--- src/rtl/lcd_fetch.sv ---
// Screen fetch engine: walks the screen base file and font banks, emits one pixel byte per char.
// Optional LCD_FLASH_EN: blanks FLS characters while t_1s is high.
module lcd_fetch #(
  parameter int COLS = 106,
  parameter int ROWS = 8
) (
  input  logic        mck,
  input  logic        rin,
  input  logic [1:0]  clkcnt,
  input  logic        lcdon,
  input  logic        t_1s,
  input  logic [12:0] pb0w,
  input  logic [9:0]  pb1w,
  input  logic [8:0]  pb2w,
  input  logic [10:0] pb3w,
  input  logic [10:0] sbrw,
  output logic [21:0] va,
  input  logic [7:0]  vid_cdo,
  output logic [7:0]  pix_data,
  output logic        pix_hires,
  output logic        pix_grey,
  output logic        pix_eol,
  output logic        pix_eof,
  output logic        pix_valid,
  input  logic        pix_ready
);

  // state  | meaning
  // IDLE   | display off or between frames; shadows bases on lcdon
  // RD_CHR | read character code from the screen base file
  // RD_ATR | read attribute byte; null chars are skipped here
  // RD_FNT | read font byte for the current pixel line
  // EMIT   | hold the pixel beat until the shifter accepts it

  localparam int RW = (ROWS > 1) ? $clog2(ROWS) : 1;

  typedef enum logic [2:0] {IDLE, RD_CHR, RD_ATR, RD_FNT, EMIT} state_t;

  state_t          state;
  logic            addr_sent;
  logic [21:0]     pb0_base, pb1_base, pb2_base, pb3_base, sbr_base;
  logic [6:0]      col, col_nx;
  logic [2:0]      line, line_nx;
  logic [RW-1:0]   row, row_nx;
  logic [7:0]      code;
  logic [5:0]      attr;

  logic [21:0]     chr_addr, fnt_addr;
  logic [8:0]      code9;
  logic [9:0]      code10;
  logic [7:0]      pixel;
  logic            last_col, last_line, last_row, frame_end, null_chr;

  assign last_col  = (col == 7'(COLS - 1));
  assign last_line = (line == 3'd7);
  assign last_row  = (row == RW'(ROWS - 1));
  assign frame_end = last_col && last_line && last_row;
  assign null_chr  = (vid_cdo[5:4] == 2'b11) && (code == 8'h00);

  assign chr_addr = sbr_base + (22'(row) << 8) + 22'({col, 1'b0});
  assign code9    = {attr[0], code};
  assign code10   = {attr[1:0], code};

  always_comb begin
    fnt_addr = '0;
    if (attr[5]) begin
      if (code10 >= 10'd768)
        fnt_addr = pb3_base + 22'({code10 - 10'd768, 3'b000}) + 22'(line);
      else
        fnt_addr = pb2_base + 22'({code10, 3'b000}) + 22'(line);
    end else begin
      if (code9 >= 9'd448)
        fnt_addr = pb0_base + 22'({code9 - 9'd448, 3'b000}) + 22'(line);
      else
        fnt_addr = pb1_base + 22'({code9, 3'b000}) + 22'(line);
    end
  end

  // Pixel pipeline order matters: mask, underline, reverse, then flash blank.
  always_comb begin
    pixel = vid_cdo;
    if (!attr[5]) pixel[7:6] = 2'b00;
    if (!attr[5] && attr[1] && last_line) pixel = 8'h3F;
    if (attr[4]) pixel = attr[5] ? ~pixel : (pixel ^ 8'h3F);
`ifdef LCD_FLASH_EN
    if (attr[3] && t_1s) pixel = 8'h00;
`endif
  end

`ifndef LCD_FLASH_EN
  logic unused_flash;
  assign unused_flash = t_1s ^ attr[3];
`endif

  always_comb begin
    col_nx  = col + 7'd1;
    line_nx = line;
    row_nx  = row;
    if (last_col) begin
      col_nx  = '0;
      line_nx = line + 3'd1;
      if (last_line) row_nx = last_row ? '0 : row + RW'(1);
    end
  end

  always_ff @(posedge mck) begin
    if (rin) begin
      state     <= IDLE;
      addr_sent <= 1'b0;
      va        <= '0;
      pix_data  <= '0;
      pix_hires <= 1'b0;
      pix_grey  <= 1'b0;
      pix_eol   <= 1'b0;
      pix_eof   <= 1'b0;
      pix_valid <= 1'b0;
      pb0_base  <= '0;
      pb1_base  <= '0;
      pb2_base  <= '0;
      pb3_base  <= '0;
      sbr_base  <= '0;
      col       <= '0;
      line      <= '0;
      row       <= '0;
      code      <= '0;
      attr      <= '0;
    end else if (state == IDLE) begin
      addr_sent <= 1'b0;
      pix_valid <= 1'b0;
      if (lcdon) begin
        pb0_base <= {pb0w, 9'b0};
        pb1_base <= {pb1w, 12'b0};
        pb2_base <= {pb2w, 13'b0};
        pb3_base <= {pb3w, 11'b0};
        sbr_base <= {sbrw, 11'b0};
        col      <= '0;
        line     <= '0;
        row      <= '0;
        state    <= RD_CHR;
      end
    end else if (!lcdon) begin
      // Pending beat is dropped; va keeps its last value.
      state     <= IDLE;
      addr_sent <= 1'b0;
      pix_valid <= 1'b0;
    end else begin
      unique case (state)
        RD_CHR: begin
          if (!addr_sent) begin
            if (clkcnt == 2'd2) begin
              va        <= chr_addr;
              addr_sent <= 1'b1;
            end
          end else if (clkcnt == 2'd1) begin
            code      <= vid_cdo;
            addr_sent <= 1'b0;
            state     <= RD_ATR;
          end
        end
        RD_ATR: begin
          if (!addr_sent) begin
            if (clkcnt == 2'd2) begin
              va        <= chr_addr + 22'd1;
              addr_sent <= 1'b1;
            end
          end else if (clkcnt == 2'd1) begin
            attr      <= vid_cdo[5:0];
            addr_sent <= 1'b0;
            if (null_chr) begin
              col   <= col_nx;
              line  <= line_nx;
              row   <= row_nx;
              state <= frame_end ? IDLE : RD_CHR;
            end else begin
              state <= RD_FNT;
            end
          end
        end
        RD_FNT: begin
          if (!addr_sent) begin
            if (clkcnt == 2'd2) begin
              va        <= fnt_addr;
              addr_sent <= 1'b1;
            end
          end else if (clkcnt == 2'd1) begin
            addr_sent <= 1'b0;
            pix_data  <= pixel;
            pix_hires <= attr[5];
            pix_grey  <= attr[2];
            pix_eol   <= last_col;
            pix_eof   <= frame_end;
            pix_valid <= 1'b1;
            state     <= EMIT;
          end
        end
        EMIT: begin
          if (pix_ready) begin
            pix_valid <= 1'b0;
            col       <= col_nx;
            line      <= line_nx;
            row       <= row_nx;
            state     <= frame_end ? IDLE : RD_CHR;
          end
        end
        default: state <= IDLE;
      endcase
    end
  end

endmodule
--- config.mk ---
export PLATFORM = sky130hd
export DESIGN_NAME = lcd_fetch
export DESIGN_NICKNAME = d
export VERILOG_FILES = /design/src/rtl/lcd_fetch.sv
export SDC_FILE = /design/constraint.sdc
export NUM_CORES = 1
export LEC_CHECK = 0
export CORE_MARGIN = 10
export CORE_UTILIZATION = 40
export DETAILED_ROUTE_END_ITERATION = 16
export GPL_TIMING_DRIVEN = 0
export HOLD_SLACK_MARGIN = 0.1
export PLACE_DENSITY = 0.67
export SYNTH_ARGS = -nofsm -noshare
export SYNTH_HDL_FRONTEND = slang
export SYNTH_SLANG_ARGS = --single-unit
--- constraint.sdc ---
create_clock -name mck -period 3.6 [get_ports mck]
set_input_delay 0.54 -clock mck [delete_from_list [all_inputs] [get_ports mck]]
set_output_delay 0.54 -clock mck [all_outputs]
set_load 0.03 [all_outputs]
==> results of run 1 <==
[synth_stat cells (3+ instances only)]
master / number / area [sq um]
a211oi_1: 13 / 97.6
a21o_1: 5 / 37.5
a21oi_1: 94 / 470
a221oi_1: 3 / 26.3
a311oi_1: 8 / 70.1
a31oi_1: 6 / 37.5
and3_1: 3 / 18.8
and3b_1: 3 / 26.3
and4_1: 6 / 52.6
buf_2: 12 / 60.1
clkbuf_1: 34 / 128
dfxtp_1: 119 / 2380
ha_1: 14 / 175
inv_1: 12 / 45.0
mux2i_1: 16 / 160
nand2_1: 161 / 604
nand2b_1: 8 / 50.1
nand3_1: 14 / 70.1
nand3b_1: 3 / 22.5
nand4_1: 7 / 43.8
nor2_1: 66 / 248
nor3_1: 15 / 75.1
nor3b_1: 6 / 45.0
o21ai_0: 16 / 80.1
o31a_1: 4 / 35.0
o32ai_1: 4 / 35.0
or3_1: 4 / 25.0
xnor2_1: 21 / 184
xor2_1: 8 / 70.1
[report_power, final]
group | internal (W) | switching, W
sequential | 0.00137 | 0.0000486
combinational | 0.000155 | 0.000179
clock | 0.00104 | 0.000584
total | 0.00256 | 0.000812
[path summary, 6_finish.rpt]
check	startpoint	end	slack (ps)	depth (start not counted)
setup / recovery	code[6]$_SDFFE_PP0P_	va[20]$_SDFFE_PP0P_	800	8
hold / removal	pix_data[2]$_SDFFE_PP0P_	pix_data[2]$_SDFFE_PP0P_	450	2
setup reg to reg	code[6]$_SDFFE_PP0P_	va[20]$_SDFFE_PP0P_	800	8
hold reg to reg	pix_data[2]$_SDFFE_PP0P_	pix_data[2]$_SDFFE_PP0P_	450	2
[flip-flops by register name, summed over array words and instances, names as in the netlist, 5 cells and up]
register,cells
va,22
pb1_base,10
attr,5
sbr_base,11
col,7
pix_data,8
pb0_base,13
pb3_base,11
code,8
pb2_base,9
[final cells by class]
| type | count | area (sq um) |
|---|---|---|
| plain buffers | 48 | 199 |
| well taps | 184 | 230 |
| repair buffers | 102 | 1020 |
| clock inverters | 9 | 103 |
| flip-flops and latches | 119 | 2380 |
| multi-input cells | 552 | 3240 |
| fillers | 1410 | 6750 |
| inverters | 12 | 45.0 |
| clock buffers | 21 | 460 |
[cell families after synthesis]
| group | Yosys count |
|---|---|
| xor gates and xnor gates | 29 |
| buffers and inverters | 60 |
| DFF | 119 |
| and+or+nand+nor | 318 |
| AOI/OAI and AO/OA | 171 |
| adders and majority gates | 16 |
| muxes | 18 |
[routing by layer]
metal	GRT usage, %	share of wire [%]	vias up
met3	5.61	7.2	27
met5	0	0	-
li1	-	-	2792
met1	23.1	44	2571
met2	29.4	47	202
met4	5.27	1.6	0
[stage by stage]
step | instance area [sq um] | hold WS [ps]
floorplan | 5860 | 432
global placement | 7110 | 438
detailed placement | 7110 | 443
CTS | 7680 | 453
global route | 7680 | 463
finish | 7680 | 452
[worst register-to-register path, delay by kind of cell (launching register included)]
kind            cells  cell delay [ps]
compound gates      3             1230
fa+ha+maj           2              630
flops               1              400
xor+xnor            1              180
simple gates        1              130
buf+inv             1               80
==> flow_summary.json, run 1 <==
{
  "grt_pass1_wl_microns": 29000,
  "clk_path_buf_depth": 2,
  "status": "finished, final reports clean",
  "ant_nets": 0,
  "cp-end-kind": "register",
  "fin_cells": 1047,
  "final.period_utilization_pct": 77.9,
  "n_antenna_cell": 0,
  "synth_enable_flop_cells": 0,
  "hold_violations": 0,
  "min_path_type": "register to register",
  "clock_latency_ps": 420,
  "die_x_microns": 141,
  "ys.flop_type": "dfxtp_1",
  "yosysWarnings": 0,
  "crit_fanout": 5,
  "skew_ps": 7.32,
  "cts_max_level": 4,
  "fin_nets": 937,
  "ys_types": 62,
  "ys_seq_area_share_pct": 40.6,
  "syn_area_sq_um": 5860,
  "numCtsBuffers": 17,
  "ys_ff_latch": 119,
  "cts_hold_buf": 0,
  "fp-row-count": 44,
  "dp_cells": 1017,
  "cts_resized": 0,
  "yosys-mux-area-fraction_pct": 3.18,
  "drt_first_iter_violations": 458,
  "crit_chain": "inv_1, ha_1, ha_1, a211oi_1, nor4_1, xor2_1, a221oi_1, o32ai_1",
  "antenna_found_initial": 0,
  "start_util_pct": 40.6,
  "drive_gt1_share_pct": 6.49,
  "fmax_mhz": 357,
  "syn-num-nets": 816,
  "cts_setup_buffers": 0,
  "setup_viol": 0,
  "cts.sinks": 119,
  "slew_viol_final": 0,
  "wl_microns": 18500,
  "grt-ovfl-total": 0,
  "synth_compound_area_share_pct": 18.0,
  "crit_slowest_cell": "a211oi_1",
  "syn_inst": 731,
  "worstMarginPinSlew_ps": 971,
  "grt_pass1_vias": 5316,
  "track_usage_pct": 18.3,
  "clk_pin_slew_ps": 60,
  "cap_violations": 0,
  "core_sq_um": 14400,
  "pin_count": 104,
  "synth-simple-area-share_pct": 26.0,
  "fin_crit_ps": 2800,
  "hpwlAfterDp_microns": 13900,
  "syn2layout_area_growth_pct": 30.9,
  "worst_slack_ps": 796,
  "synth_top_family_by_area": "simple AND/OR/NAND/NOR gates",
  "fin_util_pct": 53.2,
  "via_per_inst": 5.34,
  "cp.buffers_inverters": 1,
  "layout_commonest_cell": "nand2_1",
  "slew_headroom_pct": 34.9,
  "syn_area_per_cell_sq_um": 8.02,
  "die_area_sq_um": 19900,
  "rsz0062_at_grt": "no",
  "synthArstFlopShare_pct": 0,
  "die_y_microns": 141,
  "start_kind": "register",
  "p_per_area_nw_per_um2": 440,
  "cp_slowest_stage_delay_ps": 660,
  "dr_total_vias": 5592,
  "crit_path_frequent_cell": "ha_1",
  "synth_xor_area_share_pct": 4.33,
  "synth_fa_ha_area_share_pct": 3.67,
  "drt-wirelength-per-cell_microns": 17.6,
  "drtPass1Iterations": 5,
  "critPathTopFamily": "compound AO/OA/AOI/OAI gates",
  "drc": 0,
  "leakagePower_nw": 2.82,
  "final_cell_mix": "nand2_1, dfxtp_1, clkdlybuf4s50_1",
  "cts_tree": "done",
  "power_w": 0.00337,
  "dpl_worst_slack_ps": 729,
  "worstPathArrival_ps": 3080,
  "required_ps": 3880,
  "setup_tns_ps": 0,
  "critical_path_class": "register to register",
  "place_congestion": 0.936,
  "grt_max_degree": 17,
  "vdd_ir_drop_max_v": 0.000317,
  "cts_root_buf": "clkbuf_16",
  "io_buffers": 102
}
(Power assumes the default switching activity.)
==> run 2: changes to the inputs <==
--- a/config.mk
+++ b/config.mk
@@ -10,7 +10,7 @@
 export DETAILED_ROUTE_END_ITERATION = 16
 export GPL_TIMING_DRIVEN = 0
 export HOLD_SLACK_MARGIN = 0.1
-export PLACE_DENSITY = 0.67
+export PLACE_DENSITY = 0.7
 export SYNTH_ARGS = -nofsm -noshare
 export SYNTH_HDL_FRONTEND = slang
 export SYNTH_SLANG_ARGS = --single-unit
==> constraint.sdc (replaced) <==
create_clock -name mck -period 2.5 [get_ports mck]
set_input_delay 0.375 -clock mck [delete_from_list [all_inputs] [get_ports mck]]
set_output_delay 0.375 -clock mck [all_outputs]
set_load 0.03 [all_outputs]
==> run 2 against run 1 <==
  * Core utilization is 0.72 points higher
  * Clock power is 57% higher
  * Hold slack worse by 3.5 ps
  * Die area stayed put
  * Count of clock-buffer cells in the layout is 1 higher
  * Combinational power is 45% higher
  * First-iteration DRC count is 5.5% higher
  * Maximum frequency is 12% higher
  * Wire length hardly changed
  * Sequential power is 44% higher
  * Via count is 1.8% higher
  * Total power is 50% higher
  * Highest routed layer unchanged
==> flow_summary.json, run 2 (synthesis gave the netlist of run 1 again) <==
{
  "cap_violations": 0,
  "rsz0062_at_grt": "yes",
  "start_kind": "register",
  "grt_pass1_wl_microns": 29100,
  "hp-start": "pix_data[0]$_SDFFE_PP0P_",
  "die_x_microns": 141,
  "fin_util_pct": 53.9,
  "cp-end-kind": "register",
  "p_per_area_nw_per_um2": 651,
  "via_per_inst": 5.43,
  "hold_violations": 0,
  "design_area_sq_um": 7780,
  "hold_depth": 2,
  "numCtsBuffers": 17,
  "clk_path_buf_depth": 2,
  "n_antenna_cell": 0,
  "fmax_mhz": 401,
  "fin_nets": 938,
  "antenna_found_initial": 0,
  "worstPathArrival_ps": 2780,
  "cts_root_buf": "clkbuf_16",
  "drt_first_iter_violations": 483,
  "start_util_pct": 40.6,
  "r2r_end": "va[20]$_SDFFE_PP0P_",
  "whs_endpoint": "pix_data[0]$_SDFFE_PP0P_",
  "fp-row-count": 44,
  "io_buffers": 102,
  "drt-wirelength-per-cell_microns": 17.6,
  "whs_ps": 448,
  "ant_nets": 0,
  "clk_pin_slew_ps": 60,
  "leakagePower_nw": 2.85,
  "drive_gt1_share_pct": 7.64,
  "reg.largest.list": "va (22), pb0_base (13)",
  "grt_pass1_vias": 5501,
  "hpwlAfterDp_microns": 13900,
  "required_ps": 2790,
  "slew_viol_final": 0,
  "grt_max_degree": 17,
  "worstMarginPinSlew_ps": 886,
  "cts.sinks": 119,
  "setup_viol": 0,
  "place_congestion": 0.934,
  "slew_headroom_pct": 40.6,
  "skew_ps": 9.39,
  "status": "finished, final reports clean",
  "crit_fanout": 5,
  "layout_commonest_cell": "nand2_1",
  "critical_path_class": "register to register",
  "die_area_sq_um": 19900,
  "pin_count": 104,
  "fin_cells": 1048,
  "core_sq_um": 14400,
  "dp_cells": 1017,
  "reg2reg_from": "code[6]$_SDFFE_PP0P_",
  "dpl_worst_slack_ps": -254,
  "largest_register_ffs": 22,
  "worst_slack_ps": 6.58,
  "dr_total_vias": 5694,
  "reg2reg_depth": 8,
  "clock_latency_ps": 420,
  "drc": 0,
  "cts_tree": "done",
  "fin_crit_ps": 2490,
  "final.period_utilization_pct": 99.7,
  "final_cell_mix": "nand2_1, dfxtp_1, clkdlybuf4s50_1",
  "die_y_microns": 141,
  "grt-ovfl-total": 0,
  "dpl-instance-area_sq_um": 7110,
  "track_usage_pct": 18.3,
  "largest_register": "va",
  "r2r_slack_ps": 7,
  "drtPass1Iterations": 5,
  "syn2layout_area_growth_pct": 32.7,
  "wl_microns": 18500,
  "cts_max_level": 4,
  "min_path_type": "register to register",
  "vdd_ir_drop_max_v": 0.000467
}
[run 2: worst max path at each step]
stage | startpoint | slack (ps) | cells after the start | to
after floorplan | code[6]$_SDFFE_PP0P_ | 220 | 8 | va[17]$_SDFFE_PP0P_
after global placement | code[6]$_SDFFE_PP0P_ | -270 | 8 | va[20]$_SDFFE_PP0P_
after detailed placement | code[6]$_SDFFE_PP0P_ | -250 | 8 | va[20]$_SDFFE_PP0P_
after CTS | code[6]$_SDFFE_PP0P_ | 40 | 8 | va[20]$_SDFFE_PP0P_
after global routing | code[7]$_SDFFE_PP0P_ | -30 | 8 | va[20]$_SDFFE_PP0P_
final | code[6]$_SDFFE_PP0P_ | 7 | 8 | va[20]$_SDFFE_PP0P_
[run 2: worst max-delay path, cell delays in order, from the launching register on]
cell and delay, ps:
dfxtp_1 400, inv_1 80, ha_1 340, ha_1 340
a211oi_4 380, nor4_1 110, xor2_1 160, a221oi_1 400
o32ai_1 160
[run 2: stage by stage]
stage,power [W],TNS [ps]
finish,0.00506,0
global route,0.00522,-27.5
CTS,0.00506,0
detailed placement,0.00256,-6760
global placement,0.00255,-4700
floorplan,0.00233,0
[run 2: what timing repair did]
action	in CTS	in global routing
endpoints found under the setup margin	9	6
cloned	0	0
setup buffers	0	1
pin swaps	0	1
hold buffers	0	0
resized for setup	7	4
[run 2: final cells by class]
cell class                      count  area [sq um]
Buffer                             48           199
Clock buffer                       22           494
Clock inverter                      8           120
Fill cell                        1391          6640
Inverter                           12          45.0
Multi-Input combinational cell    552          3280
Sequential cell                   119          2380
Tap cell                          184           230
Timing Repair Buffer              103          1030
[run 2: where the power goes]
part | switching, W | internal (W)
Clock | 0.000856 | 0.00168
Sequential | 0.0000717 | 0.00197
Combinational | 0.000260 | 0.000226
Total | 0.00119 | 0.00388
[run 2: metal layers]
metal / wire length, microns / vias to the layer above / global-route usage, %
li1: - / 2806 / -
met1: 8180 / 2661 / 22.8
met2: 8790 / 191 / 29.5
met3: 1100 / 36 / 4.70
met4: 402 / 0 / 7.28
met5: 0 / - / 0
